File: config.mk
export PLATFORM = sky130hd
export DESIGN_NAME = fir_tdm
export DESIGN_NICKNAME = d
export VERILOG_FILES = /design/src/rtl/fir_pkg.sv /design/src/rtl/fir_mac.sv /design/src/rtl/fir_tdm.sv
export SDC_FILE = /design/constraint.sdc
export NUM_CORES = 1
export LEC_CHECK = 0
export ABC_AREA = 1
export BUFFER_PORTS_ARGS = -buffer_cell sky130_fd_sc_hd__buf_2
export CORE_ASPECT_RATIO = 0.75
export CORE_UTILIZATION = 45
export CTS_BUF_LIST = sky130_fd_sc_hd__clkbuf_16
export CTS_CLUSTER_SIZE = 10
export DETAILED_ROUTE_END_ITERATION = 16
export GPL_ROUTABILITY_DRIVEN = 0
export PLACE_DENSITY = 0.69
export RECOVER_POWER = 50
export SLEW_MARGIN = 40
export SYNTH_ARGS = -nofsm -noshare
export SYNTH_HDL_FRONTEND = slang
export SYNTH_SLANG_ARGS = --single-unit
File: constraint.sdc
create_clock -name clk -period 5.8 [get_ports clk]
set_clock_uncertainty 0.15 [all_clocks]
set_input_delay 1.16 -clock clk [delete_from_list [all_inputs] [get_ports clk]]
set_output_delay 1.16 -clock clk [all_outputs]
set_load 0.01 [all_outputs]
File: src/rtl/fir_pkg.sv
// Shared definitions for the time-multiplexed FIR: sizing helpers, FSM encoding, reset coefficients.
package fir_pkg;

  typedef enum logic [1:0] {
    IDLE = 2'd0,
    MAC  = 2'd1,
    OUT  = 2'd2
  } state_e;

  function automatic int unsigned clog2(input int unsigned n);
    int unsigned r = 0;
    int unsigned v = (n > 0) ? n - 1 : 0;
    while (v > 0) begin
      r++;
      v >>= 1;
    end
    return r;
  endfunction

  // Wide enough that TAPS full-scale products never overflow.
  function automatic int unsigned acc_width(input int unsigned data_w,
                                            input int unsigned coef_w,
                                            input int unsigned taps);
    return data_w + coef_w + clog2(taps);
  endfunction

  function automatic int unsigned default_coef(input int unsigned k, input int unsigned coef_w);
    return (k < coef_w && k < 32) ? (32'd1 << k) : 32'd0;
  endfunction

endpackage

File: src/rtl/fir_mac.sv
// Shared multiply-accumulate unit; sum_c is the accumulator value after the current product.
module fir_mac
  import fir_pkg::*;
#(
  parameter int unsigned DATA_W = 8,
  parameter int unsigned COEF_W = 8,
  parameter int unsigned ACC_W  = 19
) (
  input  logic              clk,
  input  logic              rst,
  input  logic              clear_i,
  input  logic              en_i,
  input  logic [DATA_W-1:0] sample_i,
  input  logic [COEF_W-1:0] coef_i,
  output logic [ACC_W-1:0]  sum_c
);

  localparam int unsigned PROD_W = DATA_W + COEF_W;

  logic [PROD_W-1:0] prod_c;
  logic [ACC_W-1:0]  acc_q;

  assign prod_c = PROD_W'(sample_i) * PROD_W'(coef_i);
  assign sum_c  = acc_q + ACC_W'(prod_c);

  always_ff @(posedge clk) begin
    if (rst || clear_i) begin
      acc_q <= '0;
    end else if (en_i) begin
      acc_q <= sum_c;
    end
  end

endmodule

File: src/rtl/fir_tdm.sv
// Time-multiplexed FIR: one sample in, TAPS MAC cycles, scaled and saturated result held until taken.
module fir_tdm
  import fir_pkg::*;
#(
  parameter int unsigned DATA_W = 8,
  parameter int unsigned COEF_W = 8,
  parameter int unsigned TAPS   = 5,
  parameter int unsigned OUT_W  = 10,
  parameter int unsigned SHIFT  = 5
) (
  input  logic                     clk,
  input  logic                     rst,
  input  logic                     in_valid,
  output logic                     in_ready,
  input  logic [DATA_W-1:0]        in_data,
  output logic                     out_valid,
  input  logic                     out_ready,
  output logic [OUT_W-1:0]         out_data,
  output logic                     out_sat,
  input  logic                     coef_we,
  input  logic [clog2(TAPS)-1:0]   coef_addr,
  input  logic [COEF_W-1:0]        coef_wdata,
  output logic                     busy
);

  localparam int unsigned AW    = clog2(TAPS);
  localparam int unsigned ACC_W = acc_width(DATA_W, COEF_W, TAPS);

  state_e            state_q, state_d;
  logic [AW-1:0]     idx_q, idx_d;
  logic [DATA_W-1:0] dline_q [TAPS];
  logic [DATA_W-1:0] dline_d [TAPS];
  logic [COEF_W-1:0] coef_q  [TAPS];
  logic [COEF_W-1:0] coef_d  [TAPS];
  logic              out_valid_q, out_valid_d;
  logic [OUT_W-1:0]  out_data_q, out_data_d;
  logic              out_sat_q, out_sat_d;
  logic              in_ready_q, busy_q;
  logic              mac_clr, mac_en;
  logic [ACC_W-1:0]  sum_c, scaled_c;
  logic              clip_c;

  fir_mac #(
    .DATA_W (DATA_W),
    .COEF_W (COEF_W),
    .ACC_W  (ACC_W)
  ) u_mac (
    .clk      (clk),
    .rst      (rst),
    .clear_i  (mac_clr),
    .en_i     (mac_en),
    .sample_i (dline_q[idx_q]),
    .coef_i   (coef_q[idx_q]),
    .sum_c    (sum_c)
  );

  // Anything above the representable range clips to all ones.
  assign scaled_c = sum_c >> SHIFT;
  assign clip_c   = (scaled_c >> OUT_W) != '0;

  always_ff @(posedge clk) begin
    if (rst) begin
      state_q <= IDLE;
    end else begin
      state_q <= state_d;
    end
  end

  always_comb begin
    state_d     = state_q;
    idx_d       = idx_q;
    dline_d     = dline_q;
    coef_d      = coef_q;
    out_valid_d = out_valid_q;
    out_data_d  = out_data_q;
    out_sat_d   = out_sat_q;
    mac_clr     = 1'b0;
    mac_en      = 1'b0;
    unique case (state_q)
      IDLE: begin
        if (coef_we && (32'(coef_addr) < TAPS)) begin
          coef_d[coef_addr] = coef_wdata;
        end
        if (in_valid) begin
          dline_d[0] = in_data;
          for (int unsigned k = 1; k < TAPS; k++) begin
            dline_d[k] = dline_q[k-1];
          end
          mac_clr = 1'b1;
          idx_d   = '0;
          state_d = MAC;
        end
      end
      MAC: begin
        mac_en = 1'b1;
        idx_d  = idx_q + AW'(1);
        if (32'(idx_q) == TAPS - 1) begin
          idx_d       = '0;
          out_valid_d = 1'b1;
          out_data_d  = clip_c ? '1 : OUT_W'(scaled_c);
          out_sat_d   = clip_c;
          state_d     = OUT;
        end
      end
      OUT: begin
        if (out_ready) begin
          out_valid_d = 1'b0;
          state_d     = IDLE;
        end
      end
      default: state_d = IDLE;
    endcase
  end

  always_ff @(posedge clk) begin
    if (rst) begin
      idx_q       <= '0;
      out_valid_q <= 1'b0;
      out_data_q  <= '0;
      out_sat_q   <= 1'b0;
      in_ready_q  <= 1'b1;
      busy_q      <= 1'b0;
      for (int unsigned k = 0; k < TAPS; k++) begin
        dline_q[k] <= '0;
        coef_q[k]  <= COEF_W'(default_coef(k, COEF_W));
      end
    end else begin
      idx_q       <= idx_d;
      dline_q     <= dline_d;
      coef_q      <= coef_d;
      out_valid_q <= out_valid_d;
      out_data_q  <= out_data_d;
      out_sat_q   <= out_sat_d;
      in_ready_q  <= (state_d == IDLE);
      busy_q      <= (state_d != IDLE);
    end
  end

  assign in_ready  = in_ready_q;
  assign busy      = busy_q;
  assign out_valid = out_valid_q;
  assign out_data  = out_data_q;
  assign out_sat   = out_sat_q;

endmodule
# Word level (Yosys, flattened, before mapping)

Index checks and enable logic that the tools add are counted.

Multiply operators: 1
Muxes and demuxes: 23
Bitwise operators: 2
$add $sub $neg: 2
Magnitude comparators: 4
Reductions and logical operators: 14
Equal/unequal tests: 6

Operators by type and width:

| operator                                           | count |
|---|---|
| binary-select mux 8 bit (select 3 bit)             | 2 |
| bitwise mux 40 bit                                 | 1 |
| 2-to-1 mux 8 bit                                   | 5 |
| demux 8 bit (select 3 bit)                         | 1 |
| adder 19 x 16 -> 19 bit                            | 1 |
| nonzero test 19 bit                                | 1 |
| multiplier 8 x 8 -> 16 bit                         | 1 |
| 2-to-1 mux 10 bit                                  | 1 |
| >= comparator 4 bit, second input constant         | 2 |
| inverter 3 -> 4 bit                                | 2 |
| AND reduction 2 bit                                | 4 |
| 2-to-1 mux 2 bit                                   | 3 |
| 2-to-1 mux 3 bit                                   | 2 |
| != test 2 bit, second input constant               | 3 |
| one-hot mux 2 bit (3 select lines)                 | 1 |
| one-hot mux 3 bit (2 select lines)                 | 1 |
| nonzero test 2 bit                                 | 3 |
| 2-to-1 mux 1 bit                                   | 5 |
| logical NOT 2 bit                                  | 2 |
| < comparator 4 x 1 -> 1 bit, second input constant | 1 |
| adder 3 x 1 -> 3 bit, second input constant        | 1 |
| equality test 3 bit, second input constant         | 1 |
| < comparator 3 bit, second input constant          | 1 |
| AND reduction 3 bit                                | 1 |
| 5 further kinds                                    | 6 |

Register bits after elaboration: 118
Output and inout port bits: 14
Input port bits: 24

# Logic depth before layout (Yosys ltp)

Depth after elaboration: 8
Depth in mapped cells: 30
Depth with buffers taken out: 28

# By module

A second synthesis with hierarchy kept.

Cells, all modules: 1248
Area, all modules: 8394.3 sq um

By module, submodules not included:

| module  | times used | area each (sq um) | cells each |
|---|---|---|---|
| fir_tdm | 1          | 4652.0            | 689 |
| fir_mac | 1          | 3742.3            | 559 |

# Worst setup path before layout

Ideal clock, no wire load.

Path kind: flip-flop to flip-flop
Start point: register idx_q[0]
End point: register out_data_q[0] (netlist: out_data[0])
Data arrival time: 4.737 ns
Path buffers: 2
Cell stages (with the launch flop): 28
Required time: 5.518 ns
Setup time: 0.132 ns
Setup slack: 0.780 ns
Cell sequence: dfxtp_1 buf_4 buf_2 nand2_1 nand3_1 nand3_1 o21ai_1 nand2_1 fa_1 fa_1 inv_1 fa_1 inv_1 fa_1 inv_1 ha_1 nand2_1 inv_1 nand2_1 nand3_1 nand2_1 nand2_1 nand2_1 nand2_1 nor2_1 nand2_2 nand2_4 a21oi_1

Cells in the longest elaborated chain, start to end: 8
Elaborated cells between the ends (all ways): 13
Those cells by class: 1 x add/sub; 1 x mul; 1 x eq/ne; 7 x mux; 1 x bitwise; 2 x reduce/logical

RTL lines:

| element                                                   | line                         | text |
|---|---|---|
| start: declaration                                        | fir_tdm.sv:30                | `logic [AW-1:0] idx_q, idx_d;` |
| start signal: assignment                                  | fir_tdm.sv:128               | `idx_q <= idx_d;` |
| inverter 3 -> 4 bit (not written as such)                 | fir_tdm.sv:52, fir_tdm.sv:53 |  |
| binary-select mux 8 bit (select 3 bit) (on tied branches) | fir_tdm.sv:52, fir_tdm.sv:53 |  |
| 2-to-1 mux 8 bit (on tied branches) (2 in series)         | fir_tdm.sv:52, fir_tdm.sv:53 |  |
| multiplier 8 x 8 -> 16 bit                                | fir_mac.sv:23                | `assign prod_c = PROD_W'(sample_i) * PROD_W'(coef_i);` |
| adder 19 x 16 -> 19 bit                                   | fir_mac.sv:24                | `assign sum_c = acc_q + ACC_W'(prod_c);` |
| nonzero test 19 bit                                       | fir_tdm.sv:59                | `assign clip_c = (scaled_c >> OUT_W) != '0;` |
| 2-to-1 mux 10 bit                                         | fir_tdm.sv:100               | `out_data_d = clip_c ? '1 : OUT_W'(scaled_c);` |
| end signal: assignment                                    | fir_tdm.sv:132               | `out_data_q <= out_data_d;` |
| end: declaration                                          | fir_tdm.sv:36                | `logic [OUT_W-1:0] out_data_q, out_data_d;` |

Several ways; a longest one is shown, not always the timed one. The select of a mux whose other input is x is not followed.
A chain may end at the register's enable or synchronous reset.

# Final worst setup path

Start point: register idx_q[0]
End point: register out_data_q[3] (netlist: out_data[3])

Same word-level chain as after synthesis.

==> impl_metrics.tcl <==
set metrics [dict create \
    dieArea_um2 18100 \
    die_h_um 117 \
    grt_max_degree 67 \
    fmax_mhz 188 \
    synth_seq_cells 118 \
    cts_max_level 4 \
    grt_use_met1_pct 33.7 \
    yosysTopAreaCell "dfxtp_1" \
    drcViolationCount 0 \
    wirelength_um 18800 \
    drive_above_1_share_pct 8.25 \
    finalHoldViolCount 0 \
    met3_usage_pct 5.68 \
    cpPeakStageDelay_ns 0.56 \
    clockBufferDepth 2 \
    cts.clk_slew.worst_paths_ns 0.06 \
    slew_headroom_pct -56.7 \
    p_seq_share_pct 35.7 \
    syn_area_um2 7890 \
    nets 1268 \
    worstSetupPathType "reg2reg" \
    cap_violations 2 \
    yosysSeqAreaShare_pct 29.9 \
    cpMostUsedCell "nand2_1" \
    tightest_slew_ns 2.35 \
    synthArstFlopShare_pct 0 \
    busiest_layer "met1" \
    yosysMostFrequentCell "inv_1" \
    detail-route-antenna-nets 0 \
    grt_pass1_vias 6490 \
    ys_top_cells_by_area "dfxtp_1 30%, fa_1 13%, inv_1 11%, nand2_1 10%, ha_1 6.8%" \
    leakage_nw 4.68 \
    fin_worst_hold_slack_ns 0.299 \
    endpoint_kind "flip-flop" \
    syn_inst 1119 \
    sw_frac_of_total_pct 29.9 \
    io_buffers 37 \
    initial_core_util_pct 46.5 \
    worst-path-max-fanout 16 \
    slowest_stage "fa_1" \
    antennaDiodeCount 0 \
    synth.avg_cell_area_um2 7.05 \
    yosysWarningCount 0 \
    yosys-top-cells-count "240 x inv_1, 217 x nand2_1, 118 x dfxtp_1" \
    cp-start-kind "flip-flop" \
    p_switching_w 0.000735 \
    fp.dieW_um 155 \
    via_count 6910 \
    io_pins 38 \
    coreArea_um2 17000 \
    synth-main-ff-cell "dfxtp_1" \
    final_util_pct 52.5 \
    cts_tree "yes" \
    pre_cts_slack_ns 0.397 \
    pwr-share-clk_pct 45.5 \
    yosysTopAreaCellShare_pct 29.9 \
    synth_edf_count 0 \
    crit_required_ns 5.94 \
    rows 41 \
    fin_crit_sh_pct 91.7 \
    cts_setup_buffers 0 \
    power_density_nw_per_um2 276 \
    internal_power_w 0.00172 \
    hpwl_um 13700 \
    cts_sinks 118 \
    grtUsageTotal_pct 22.9 \
    firstDrtPassIters 5 \
    synth.distinct_cells 38 \
    combPwrFrac_pct 18.9 \
    status "complete, but fails checks" \
    violations "max-capacitance violations, max-slew violations" \
    finalSetupViolCount 0 \
    clock-root-buffer "clkbuf_16" \
    cp.arrival_ns 5.46 \
    setup_tns_ns 0 \
    clkLatencyLatePin_ns 0.42 \
    cts_resized 0 \
    hold_class "reg2reg" \
    grt_pass1_wl_um 32400 \
    globalRoute.totalOverflow 0 \
    maxSlewViolCount 102 \
    cts_hold_buffers 0 \
    max-vdd-ir-drop_v 0.000173 \
    via_per_inst 4.94 \
    wl_per_cell_um 13.4 \
    fin_crit_ns 5.32 \
    grtUsageMet2_pct 33.4 \
    syn2layout_area_growth_pct 12.9 \
    setup_slack_ns 0.481 \
    synth.net_count 1236 \
    drt_iter0_markers 505 \
    cts_buffers 17 \
    antenna_found_initial 0 \
]
## layout make-up
| type | count | area, um^2 |
|---|---|---|
| multi-input combinational | 717 | 4430 |
| clock inverter | 15 | 188 |
| sequential | 118 | 2360 |
| tap | 236 | 295 |
| fill | 1641 | 8070 |
| timing repair buffer | 50 | 283 |
| clock buffer | 17 | 425 |
| inverter | 247 | 930 |
## placed cells by master (no fill, tap or decap), types with 3 or more instances in the layout
master and count:
inv_1 244, nand2_1 218, dfxtp_1 118, nor2_1 107
o21ai_0 106, a21oi_1 87, nand3_1 52, fa_1 50
ha_1 43, buf_2 23, clkbuf_16 17, clkbuf_1 16
o21ai_2 13, buf_4 9, o21ai_1 5, xor2_1 5
inv_2 4, bufinv_16 4, nor2_2 3, xnor2_1 3
o211ai_1 3, nor3_4 3
## power groups by stage
stage	registers (W)	logic, W	clock network [W]
3_3_place_gp	0.000893	0.000448	0
3_5_place_dp	0.000893	0.000456	0
5_1_grt	0.000882	0.000531	0.00117
4_1_cts	0.000876	0.000462	0.00113
2_1_floorplan	0.000887	0.000328	0
6_report	0.000877	0.000463	0.00112
## metal layers
metal | share of wire, % | wire length, um | up-vias
li1 | - | - | 3515
met1 | 52 | 9840 | 3214
met2 | 40 | 7590 | 165
met3 | 6.2 | 1170 | 16
met4 | 1.0 | 188 | 0
met5 | 0 | 0 | -
## worst max-delay path, delay by kind of cell, from the launching register on
kind                     cells  cell delay (ns)
adder cells (fa/ha/maj)      5             2.48
AND/OR/NAND/NOR             12             1.18
buffers and inverters        6             0.53
AO/OA/AOI/OAI                2             0.49
flip-flops                   1             0.34
## flip-flops by register name, summed over array words and instances, names as in the netlist
signal / flops
dline_q: 40
idx_q: 3
in_ready: 1
state_q: 2
u_mac.acc_q: 19
coef_q: 40
out_valid: 1
out_data: 10
out_sat: 1
busy: 1
## final timing paths
path	cells past startpoint	start	to	slack, ns
hold reg to reg	2	coef_q[16]	coef_q[16]	0.30
hold / removal	2	coef_q[16]	coef_q[16]	0.30
setup / recovery	25	idx_q[0]	out_data[3]	0.48
setup reg to reg	25	idx_q[0]	out_data[3]	0.48
## through the flow
step | power [W] | area (um^2) | cells
6_report | 0.00246 | 8910 | 1400
5_1_grt | 0.00258 | 8910 | 1400
4_1_cts | 0.00247 | 8930 | 1400
3_3_place_gp | 0.00134 | 8320 | 1368
2_1_floorplan | 0.00122 | 7890 | 1119
3_5_place_dp | 0.00135 | 8320 | 1368
## cells by family after synthesis
logic type,share of synthesized area (%)
buffers and inverters,14.0
adder cells (fa/ha/maj),19.5
AND/OR/NAND/NOR,21.0
multiplexers,0.127
AO/OA/AOI/OAI,14.6
XOR/XNOR,0.888
flip-flops,29.9
(Power assumes the default switching activity.)
